`config.mk`:
```
export PLATFORM = sky130hd
export DESIGN_NAME = filter_gauss_5x5
export DESIGN_NICKNAME = d
export VERILOG_FILES = /design/src/rtl/filter_gauss_5x5_pkg.sv /design/src/rtl/filter_binom5_sum.sv /design/src/rtl/filter_gauss_5x5.sv
export SDC_FILE = /design/constraint.sdc
export NUM_CORES = 1
export LEC_CHECK = 0
export BUFFER_PORTS_ARGS = -buffer_cell sky130_fd_sc_hd__buf_2
export CORE_MARGIN = 3
export CORE_UTILIZATION = 40
export CTS_BUF_LIST = sky130_fd_sc_hd__clkbuf_2
export DETAILED_ROUTE_END_ITERATION = 8
export GPL_TIMING_DRIVEN = 0
export PLACE_DENSITY = 0.66
export SETUP_SLACK_MARGIN = 0.2
export SYNTH_ARGS = -nofsm -noshare
export SYNTH_HDL_FRONTEND = slang
export SYNTH_SLANG_ARGS = --single-unit
```
`constraint.sdc`:
```
create_clock -name clk -period 4.6 [get_ports clk]
set_clock_uncertainty 0.1 [all_clocks]
set_input_delay 0 -clock clk [delete_from_list [all_inputs] [get_ports clk]]
set_output_delay 0 -clock clk [all_outputs]
set_load 0.02 [all_outputs]
```
`src/rtl/filter_gauss_5x5_pkg.sv`:
```
// Shared constants and types for the 5x5 binomial Gaussian smoother.
package filter_gauss_5x5_pkg;

    // Kernel [1 4 6 4 1] x [1 4 6 4 1] sums to 256.
    localparam int unsigned KSUM_LOG2  = 8;
    localparam int unsigned GAUSS5_LAT = 5;
    localparam int unsigned ROUND_BIAS = 1 << (KSUM_LOG2 - 1);

    // Video sync bundle carried alongside the pixel pipeline.
    typedef struct packed {
        logic de;
        logic hs;
        logic vs;
    } sync_t;

endpackage

```
`src/rtl/filter_binom5_sum.sv`:
```
// Registered 1-4-6-4-1 weighted sum of five inputs: pair-add stage, then shift-add stage.
module filter_binom5_sum
    import filter_gauss_5x5_pkg::*;
#(
    parameter int unsigned IW = 12
) (
    input  logic            clk,
    input  logic            rst,
    input  logic [5*IW-1:0] x,
    output logic [IW+3:0]   sum
);

    logic [IW:0]   a_q;
    logic [IW:0]   b_q;
    logic [IW:0]   c_q;
    logic [IW+3:0] sum_q;

    // Stage 1: fold the symmetric taps into pairs.
    always_ff @(posedge clk) begin
        if (rst) begin
            a_q <= '0;
            b_q <= '0;
            c_q <= '0;
        end else begin
            a_q <= {1'b0, x[0*IW +: IW]} + {1'b0, x[4*IW +: IW]};
            b_q <= {1'b0, x[1*IW +: IW]} + {1'b0, x[3*IW +: IW]};
            c_q <= {1'b0, x[2*IW +: IW]};
        end
    end

    // Stage 2: a + 4b + 6c; max 16*(2^IW-1) fits IW+4 bits.
    always_ff @(posedge clk) begin
        if (rst) begin
            sum_q <= '0;
        end else begin
            sum_q <= {3'b000, a_q} + {1'b0, b_q, 2'b00} + {1'b0, c_q, 2'b00} + {2'b00, c_q, 1'b0};
        end
    end

    assign sum = sum_q;

endmodule

```
`src/rtl/filter_gauss_5x5.sv`:
```
// 5x5 Gaussian smoother, fixed latency of 5 clocks with delay-matched de/hs/vs.
// Optional build macro FILTER_GAUSS_5X5_ROUND_EN: round half up instead of truncating.
module filter_gauss_5x5
    import filter_gauss_5x5_pkg::*;
#(
    parameter int unsigned DATA_WIDTH = 12
) (
    input  logic                     clk,
    input  logic                     rst,
    input  logic                     bypass,
    input  logic [25*DATA_WIDTH-1:0] win_i,
    input  logic                     de_i,
    input  logic                     hs_i,
    input  logic                     vs_i,
    output logic [DATA_WIDTH-1:0]    do_o,
    output logic                     de_o,
    output logic                     hs_o,
    output logic                     vs_o
);

    localparam int unsigned DW = DATA_WIDTH;
    localparam int unsigned RW = DW + 4;
    localparam int unsigned TW = DW + 8;

    logic [5*RW-1:0] row_sums;
    logic [TW-1:0]   total;
    logic [DW-1:0]   norm;
    logic [DW-1:0]   ctr_q [GAUSS5_LAT-1];
    sync_t           sync_q [GAUSS5_LAT];
    logic [DW-1:0]   do_q;

    // S1-S2: one weighted sum per window row; row r is pixels x[5r .. 5r+4].
    for (genvar r = 0; r < 5; r++) begin : g_row
        filter_binom5_sum #(
            .IW (DW)
        ) u_row (
            .clk (clk),
            .rst (rst),
            .x   (win_i[r*5*DW +: 5*DW]),
            .sum (row_sums[r*RW +: RW])
        );
    end

    // S3-S4: weighted sum down the column of row sums.
    filter_binom5_sum #(
        .IW (RW)
    ) u_col (
        .clk (clk),
        .rst (rst),
        .x   (row_sums),
        .sum (total)
    );

`ifdef FILTER_GAUSS_5X5_ROUND_EN
    logic [TW:0] total_rnd;

    // Round half up; the extra bit keeps the bias add from wrapping.
    always_comb begin
        total_rnd = {1'b0, total} + (TW+1)'(ROUND_BIAS);
        norm      = DW'(total_rnd >> KSUM_LOG2);
    end
`else
    // Truncating normalise by the kernel sum.
    always_comb begin
        norm = DW'(total >> KSUM_LOG2);
    end
`endif

    // Centre pixel delay, one stage short so the output register completes the match.
    always_ff @(posedge clk) begin
        if (rst) begin
            for (int i = 0; i < GAUSS5_LAT - 1; i++) begin
                ctr_q[i] <= '0;
            end
        end else begin
            ctr_q[0] <= win_i[12*DW +: DW];
            for (int i = 1; i < GAUSS5_LAT - 1; i++) begin
                ctr_q[i] <= ctr_q[i-1];
            end
        end
    end

    // Sync delay lines, identical in both bypass modes.
    always_ff @(posedge clk) begin
        if (rst) begin
            for (int i = 0; i < GAUSS5_LAT; i++) begin
                sync_q[i] <= '0;
            end
        end else begin
            sync_q[0] <= '{de: de_i, hs: hs_i, vs: vs_i};
            for (int i = 1; i < GAUSS5_LAT; i++) begin
                sync_q[i] <= sync_q[i-1];
            end
        end
    end

    // S5 output register; bypass is sampled here only, so toggling needs no flush.
    always_ff @(posedge clk) begin
        if (rst) begin
            do_q <= '0;
        end else begin
            do_q <= bypass ? ctr_q[GAUSS5_LAT-2] : norm;
        end
    end

    assign do_o = do_q;
    assign de_o = sync_q[GAUSS5_LAT-1].de;
    assign hs_o = sync_q[GAUSS5_LAT-1].hs;
    assign vs_o = sync_q[GAUSS5_LAT-1].vs;

endmodule

```
==> results.tsv, run 1 <==
metric	value	unit
status	did not finish	
haltStage	4_1_cts	
error	[ERROR RSZ-0060] Max buffer count reached.	
ios	321	
die_w	246	um
root_buffer	clkbuf_2	
cts-htree-levels	3	
start_util	40.7	%
ys.flop_type	dfxtp_1	
netlist_area	23100	sq um
synth_edf_count	0	
cts_sinks	394	
holdBufCountCts	747	
clockBufferDepth	3	
ys_seq_area_share	34.2	%
cts_resized	0	
gp_congestion	0.865	
die-height	246	um
synth_cells	2466	
cts_setup_buffers	0	
rows	87	
synth_cell_type_count	59	
syn_area_per_cell	9.36	sq um
dp.cells	3542	
cts_buffers	103	
dp_hpwl	45.2	mm
syn-num-nets	3178	
async_flop_share	0	%
ys_ff_latch	394	
yosys_warnings	0	
numPortBuffers	320	
kinds of logic after synthesis:
family | Yosys count | share of synthesized area [%]
AO/OA/AOI/OAI | 400 | 11.1
XOR/XNOR | 149 | 5.66
adder cells (fa/ha/maj) | 406 | 27.1
buffers and inverters | 433 | 7.04
flip-flops | 394 | 34.2
multiplexers | 14 | 0.618
AND/OR/NAND/NOR | 670 | 14.3
through the flow:
stage | instance area [sq um] | worst slack (ps) | utilization (%)
2_1_floorplan | 23100 | 1130 | -
3_3_place_gp | 25600 | 895 | 45.2
3_5_place_dp | 25600 | 838 | 45.2
cells in the mapped netlist (all sizes together), types with 2 or more instances:
cell type,instances,area [sq um]
and2,11,68.8
nand3,8,40.0
o31a,5,43.8
a21o,55,413
nor2,278,1040
nand4,6,37.5
a31oi,19,119
o21ai,85,425
or3,7,43.8
o41ai,4,42.6
a221oi,6,52.6
inv,389,1460
nor3b,2,15.0
a31o,2,17.5
a21boi,5,41.3
nand3b,3,22.5
fa,156,3120
o22ai,7,43.8
ha,250,3130
o211a,2,20.0
and3,6,37.5
mux2i,12,120
buf,10,37.5
a21oi,109,546
nor3,59,295
dfxtp,394,7890
o21a,41,308
o31ai,6,50.1
clkbuf,34,128
nor4,10,68.8
nand2,51,191
nand2b,19,119
mux2,2,22.5
xor2,69,604
a211oi,26,195
xnor2,80,701
a311oi,8,70.1
o21bai,9,67.6
or2,15,93.8
nor2b,192,1210
a211o,2,17.5
o211ai,4,35.0
==> inputs of run 2 (changes only) <==
--- a/config.mk
+++ b/config.mk
@@ -7,12 +7,10 @@
 export LEC_CHECK = 0
 export BUFFER_PORTS_ARGS = -buffer_cell sky130_fd_sc_hd__buf_2
 export CORE_MARGIN = 3
-export CORE_UTILIZATION = 40
-export CTS_BUF_LIST = sky130_fd_sc_hd__clkbuf_2
+export CORE_UTILIZATION = 25
 export DETAILED_ROUTE_END_ITERATION = 8
 export GPL_TIMING_DRIVEN = 0
-export PLACE_DENSITY = 0.66
-export SETUP_SLACK_MARGIN = 0.2
+export PLACE_DENSITY_LB_ADDON = 0.15
 export SYNTH_ARGS = -nofsm -noshare
 export SYNTH_HDL_FRONTEND = slang
 export SYNTH_SLANG_ARGS = --single-unit
==> run 2 against run 1 <==
The flow now finishes without violations; synthesized cell count stayed put; area after synthesis stayed put.
==> results.tsv, run 2 <==
metric	value	unit	change
status	completed		was did not finish
vias	18700		
cts_resized	0		unchanged
numPortBuffers	320		unchanged
start_util	25.4	%	was 40.7%
num_antenna_cells	0		
rsz0062_at_grt	false		
grt_max_degree	14		
synth_cell_type_count	59		unchanged
synth_edf_count	0		unchanged
ir_drop	0.000243	V	
hold_viol	0		
dp.cells	3962		was 3542
ios	321		unchanged
netlist_area	23100	sq um	unchanged
rows	110		was 87
stdcell_area	32000	sq um	
drc_errors	0		
drtIter0Drc	532		
postPlaceCellArea	26200	sq um	was 25600 sq um
synth_common_cells	dfxtp_1, inv_1, nor2_1, ha_1, nor2b_1		unchanged
crit_start	g_row[1].u_row.c_q[1]		
clk_pin_slew	60	ps	
critPathMaxFanout	3		
cp_data_arrival_time	4100	ps	
root_buffer	clkbuf_16		was clkbuf_2
syn_area_per_cell	9.36	sq um	unchanged
yosys-top-cells-area	dfxtp_1, ha_1, fa_1		unchanged
final_nets	3969		
cts_tree	built		
setup_ws	863	ps	
drv_slew	0		
r2r-end	g_row[1].u_row.sum[15]		
hold_depth	5		
max-cap-violations	0		
ys_ff_latch	394		unchanged
setup_tns	0	ps	
setup_viol	0		
grt_pass1_vias	20400		
r2r.worst_path.cells	14		
r2r_start	g_row[1].u_row.c_q[1]		
drive_gt1_share	12.7	%	
antenna_found_initial	2		
largest_reg_flops	80		
synth_top_area_share	34.2	%	unchanged
ys_seq_area_share	34.2	%	unchanged
cts_sinks	394		unchanged
instances_no_fill	4471		
yosys_warnings	0		unchanged
wirelength	67.9	mm	
worstSetupPathType	flip-flop to flip-flop		
p_per_area	431	nW/um^2	
cts_buffers	48		was 103
dp_hpwl	52.9	mm	was 45.2 mm
gp_congestion	0.829		was 0.865
holdPathEnd	g_row[2].u_row.a_q[9]		
clock_insertion_delay_worst_skew	590	ps	
synth_cells	2466		unchanged
die-height	310	um	was 246 um
holdCritStartpoint	win_i[128]		
layout_commonest_cell	dlygate4sd3_1		
holdBufCountCts	421		was 747
synth.largest_area_cell	dfxtp_1		unchanged
min_period_over_period	81.2	%	
routed_via_density	4.19		
grt_usage	14.2	%	
ys.flop_type	dfxtp_1		unchanged
cts-htree-levels	2		was 3
cts_setup_buffers	0		unchanged
max_slew.worst_pin.slew	1260	ps	
clockBufferDepth	3		unchanged
fmax	268	MHz	
syn-num-nets	3178		unchanged
hp-class	input port to flip-flop		
fin_crit	3740	ps	
regToRegSetupSlack	860	ps	
core	90700	sq um	
place_ws	828	ps	was 838 ps
final_cell_mix	dlygate4sd3_1, dfxtp_1, inv_1, buf_2, nor2_1		
postRouteAntennaNets	0		
async_flop_share	0	%	unchanged
cp-start-kind	flip-flop		
p_leak	0.0149	uW	
syn2layout_area_growth	38.7	%	
critPathCaptureType	flip-flop		
die_w	310	um	was 246 um
synth_most_common_cell	dfxtp_1		unchanged
firstDrtPassIters	5		
cp.required	4970	ps	
grt-ovfl-total	0		
die-area	96000	sq um	
wire_per_inst	15.2	um	
slew_headroom	15.7	%	
grt_pass1_wl	107	mm	
-- run 2: worst max-delay path: stages, from the launching register on --
cell and delay (ps):
dfxtp_1 360, inv_1 70, fa_1 510, fa_1 510, inv_1 40, ha_1 210
inv_1 70, fa_1 220, nor2b_4 60, o31a_1 270, o31a_1 300, o211ai_2 170
a21boi_2 100, o41ai_2 260, mux2_1 350
-- run 2: layout make-up --
cell class | count | area, sq um
plain buffers | 44 | 168
clock buffers | 67 | 1400
clock inverters | 21 | 235
fillers | 9312 | 58700
inverters | 389 | 1460
multi-input cells | 1639 | 13600
flip-flops and latches | 394 | 7890
well taps | 1176 | 1470
repair buffers | 741 | 5820
-- run 2: where the power goes --
| part | internal (uW) | switching, uW |
|---|---|---|
| combinational | 2660 | 3010 |
| clock | 2340 | 1540 |
| sequential | 4000 | 240 |
-- run 2: logic make-up after synthesis --
family,after synthesis,share of synthesized area (%)
fa+ha+maj,406,27.1
xor+xnor,149,5.66
flops,394,34.2
compound gates,400,11.1
simple gates,670,14.3
mux,14,0.618
buf+inv,433,7.04
-- run 2: metrics by stage --
step	utilization (%)	hold slack (ps)	power, uW
floorplan	-	28.2	8050
global placement	28.8	115	9540
detailed placement	28.8	122	9520
CTS	35.3	3.47	14100
global route	35.3	59.9	14900
finish	35.3	30.0	13800
-- run 2: how the worst max path moves through the flow --
stage                                  end  slack (ps)
global route        g_row[1].u_row.sum[15]         590
finish              g_row[1].u_row.sum[15]         860
floorplan           g_row[1].u_row.sum[15]        1130
CTS                 g_row[1].u_row.sum[15]         780
detailed placement  g_row[1].u_row.sum[15]         830
global placement    g_row[1].u_row.sum[15]         840
-- run 2: per-layer routing --
metal | vias to the layer above | GRT usage, % | share of wire (%)
li1 | 9567 | - | -
met5 | - | 0 | 0
met2 | 317 | 26.0 | 49
met1 | 8756 | 17.4 | 45
met3 | 84 | 1.93 | 3.7
met4 | 0 | 3.53 | 2.2
Power figures use the tool's default switching activity.
==> inputs of run 3 (changes only) <==
==> constraint.sdc (replaced) <==
create_clock -name clk -period 3.1 [get_ports clk]
set_clock_uncertainty 0.1 [all_clocks]
set_input_delay 0 -clock clk [delete_from_list [all_inputs] [get_ports clk]]
set_output_delay 0 -clock clk [all_outputs]
set_load 0.02 [all_outputs]
==> run 3 against run 2 <==
Register-to-register slack worse by 1400 ps; die area did not move; highest routed layer unchanged; total power grew 59%; via count increased by 1.3%; count of clock-buffer cells in the layout is 4 higher; the run now ends with negative hold slack, negative setup slack left; sequential power grew 49%.
==> results.tsv, run 3 (synthesized netlist as in run 2, its figures left out) <==
metric	value	unit	change
instances_no_fill	4517		was 4471
numPortBuffers	320		unchanged
wirelength	68.8	mm	was 67.9 mm
violations	negative hold slack, negative setup slack		
critical-path-top-delay-family	adder cells		unchanged
cp-start-kind	flip-flop		unchanged
gp_congestion	0.828		was 0.829
met1_usage	17.5	%	was 17.4%
fmax	277	MHz	was 268 MHz
routed_via_density	4.20		was 4.19
drtIter0Drc	565		was 532
final_nets	4013		was 3969
worstSetupPathType	flip-flop to flip-flop		unchanged
drv_slew	0		unchanged
ir_drop	0.000403	V	was 0.000243 V
cts_sinks	394		unchanged
wire_per_inst	15.2	um	about the same
fillers	9259		was 9312
max-cap-violations	0		unchanged
syn2layout_area_growth	44.0	%	was 38.7%
vias	19000		was 18700
rsz0062_at_grt	true		was false
clockBufferDepth	3		unchanged
cts-htree-levels	2		unchanged
clock_insertion_delay_worst_skew	590	ps	about the same
layout_commonest_cell	dlygate4sd3_1		unchanged
fin_crit	3610	ps	was 3740 ps
busiest_layer	met2		unchanged
largest_reg_flops	80		unchanged
die-area	96000	sq um	unchanged
die_w	310	um	unchanged
cts_tree	built		unchanged
hp-class	input port to flip-flop		unchanged
min_period_over_period	117	%	was 81.2%
setup_viol	12		was 0
postRouteAntennaNets	0		unchanged
critPathSlowestCell	fa_1		unchanged
dp_hpwl	53.0	mm	was 52.9 mm
setup_ws	-512	ps	was 863 ps
hold_viol	1		was 0
rows	110		unchanged
cp_cell_sequence	inv_2 -> fa_1 -> fa_1 -> inv_1 -> ha_2 -> inv_2 -> fa_2 -> nor2b_4 -> o31a_1 -> o31a_1 -> o211ai_2 -> a21boi_2 -> o41ai_2 -> mux2_1		was inv_1 -> fa_1 -> fa_1 -> inv_1 -> ha_1 -> inv_1 -> fa_1 -> nor2b_4 -> o31a_1 -> o31a_1 -> o211ai_2 -> a21boi_2 -> o41ai_2 -> mux2_1
dp.cells	3962		unchanged
grt_usage	14.3	%	was 14.2%
core	90700	sq um	unchanged
final_cell_mix	dlygate4sd3_1, dfxtp_1, inv_1, buf_2, nor2_1		unchanged
hold_slack	-13.1	ps	was 30.0 ps
multi_input_area	14400	sq um	was 13600 sq um
start_util	25.4	%	unchanged
grt_pass1_vias	20500		was 20400
ios	321		unchanged
met2_usage	26.2	%	was 26.0%
cp.required	3460	ps	was 4970 ps
clk_pin_slew	60	ps	about the same
p_per_area	659	nW/um^2	was 431 nW/um^2
firstDrtPassIters	6		was 5
cts_buffers	49		was 48
worst-path-buf-inv	3		unchanged
drive_gt1_share	19.6	%	was 12.7%
cp_data_arrival_time	3970	ps	was 4100 ps
antenna_found_initial	2		unchanged
grt-ovfl-total	0		unchanged
fin_util	36.6	%	was 35.3%
grt_pass1_wl	107	mm	about the same
drc_errors	0		unchanged
status	finished, violations left		was completed
slew_headroom	14.7	%	was 15.7%
p_leak	0.0153	uW	was 0.0149 uW
max_stage_delay	510	ps	about the same
place_ws	-572	ps	was 828 ps
grt_max_degree	13		was 14
critPathMaxFanout	3		unchanged
critPathCaptureType	flip-flop		unchanged
regArea	7920	sq um	was 7890 sq um
root_buffer	clkbuf_16		unchanged
use_met3	1.62	%	was 1.93%
max_slew.worst_pin.slew	1280	ps	was 1260 ps
die-height	310	um	unchanged
## run 3: cell count changes in the layout (fill, tap and decap cells not counted), moves of 22 or more
cell	before	now
inv_1	389	351
ha_1	250	224
dfxtp_1	394	372
inv_2	0	37
buf_4	0	39
## run 3: per-layer routing
layer / up-vias / share of wire, %
met5: - / 0
met4: 0 / 2.8
met3: 98 / 3.1
met2: 290 / 50
met1: 8927 / 44
li1: 9655 / -
## run 3: path summary, 6_finish.rpt
| path | start | to | slack (ps) | cells after the start |
|---|---|---|---|---|
| worst max register to register | g_row[1].u_row.c_q[1] | g_row[1].u_row.sum[15] | -510 | 14 |
| worst min register to register | g_row[2].u_row.sum[1] | u_col.c_q[1] | 320 | 1 |
| worst min-delay path | win_i[260] | g_row[4].u_row.b_q[9] | -10 | 5 |
| worst max-delay path | g_row[1].u_row.c_q[1] | g_row[1].u_row.sum[15] | -510 | 14 |
## run 3: area by class of cell
class / instances / area share, %
Clock inverter: 18 / 0.644
Inverter: 389 / 4.40
Sequential cell: 394 / 23.8
Antenna cell: 2 / 0.0151
Timing Repair Buffer: 784 / 18.5
Buffer: 44 / 0.505
Clock buffer: 71 / 4.24
Tap cell: 1176 / 4.43
Multi-Input combinational cell: 1639 / 43.4
## run 3: what timing repair did
item / 4_1_cts / 5_1_grt
pin swaps: 64 / 90
setup endpoints to repair: 43 / 78
gates resized for setup: 95 / 125
hold endpoints to repair: 198 / 0
buffers inserted: 20 / 24
hold buffers: 422 / 0
## run 3: where the power goes
| part | leakage, uW | switching [uW] | internal [uW] |
|---|---|---|---|
| clock | 0.000796 | 2220 | 3480 |
| sequential | 0.00327 | 352 | 5940 |
| combinational | 0.0112 | 5130 | 4770 |
| total | 0.0153 | 7710 | 14200 |
## run 3: per-stage QoR
step	hold slack, ps	cell area [sq um]	power [uW]	TNS, ps
after floorplan	28.0	23100	12000	-306
after global placement	117	26200	14200	-7550
after detailed placement	115	26200	14100	-7890
after CTS	0.951	32500	21600	-2170
after global routing	21.1	33200	23700	-6240
final	-13.1	33200	21900	-1340
## run 3: tightest hold or removal path, stage by stage
cell and delay [ps]:
buf_2 80, ha_1 200, a311oi_2 80, xnor2_1 140
and2_1 120
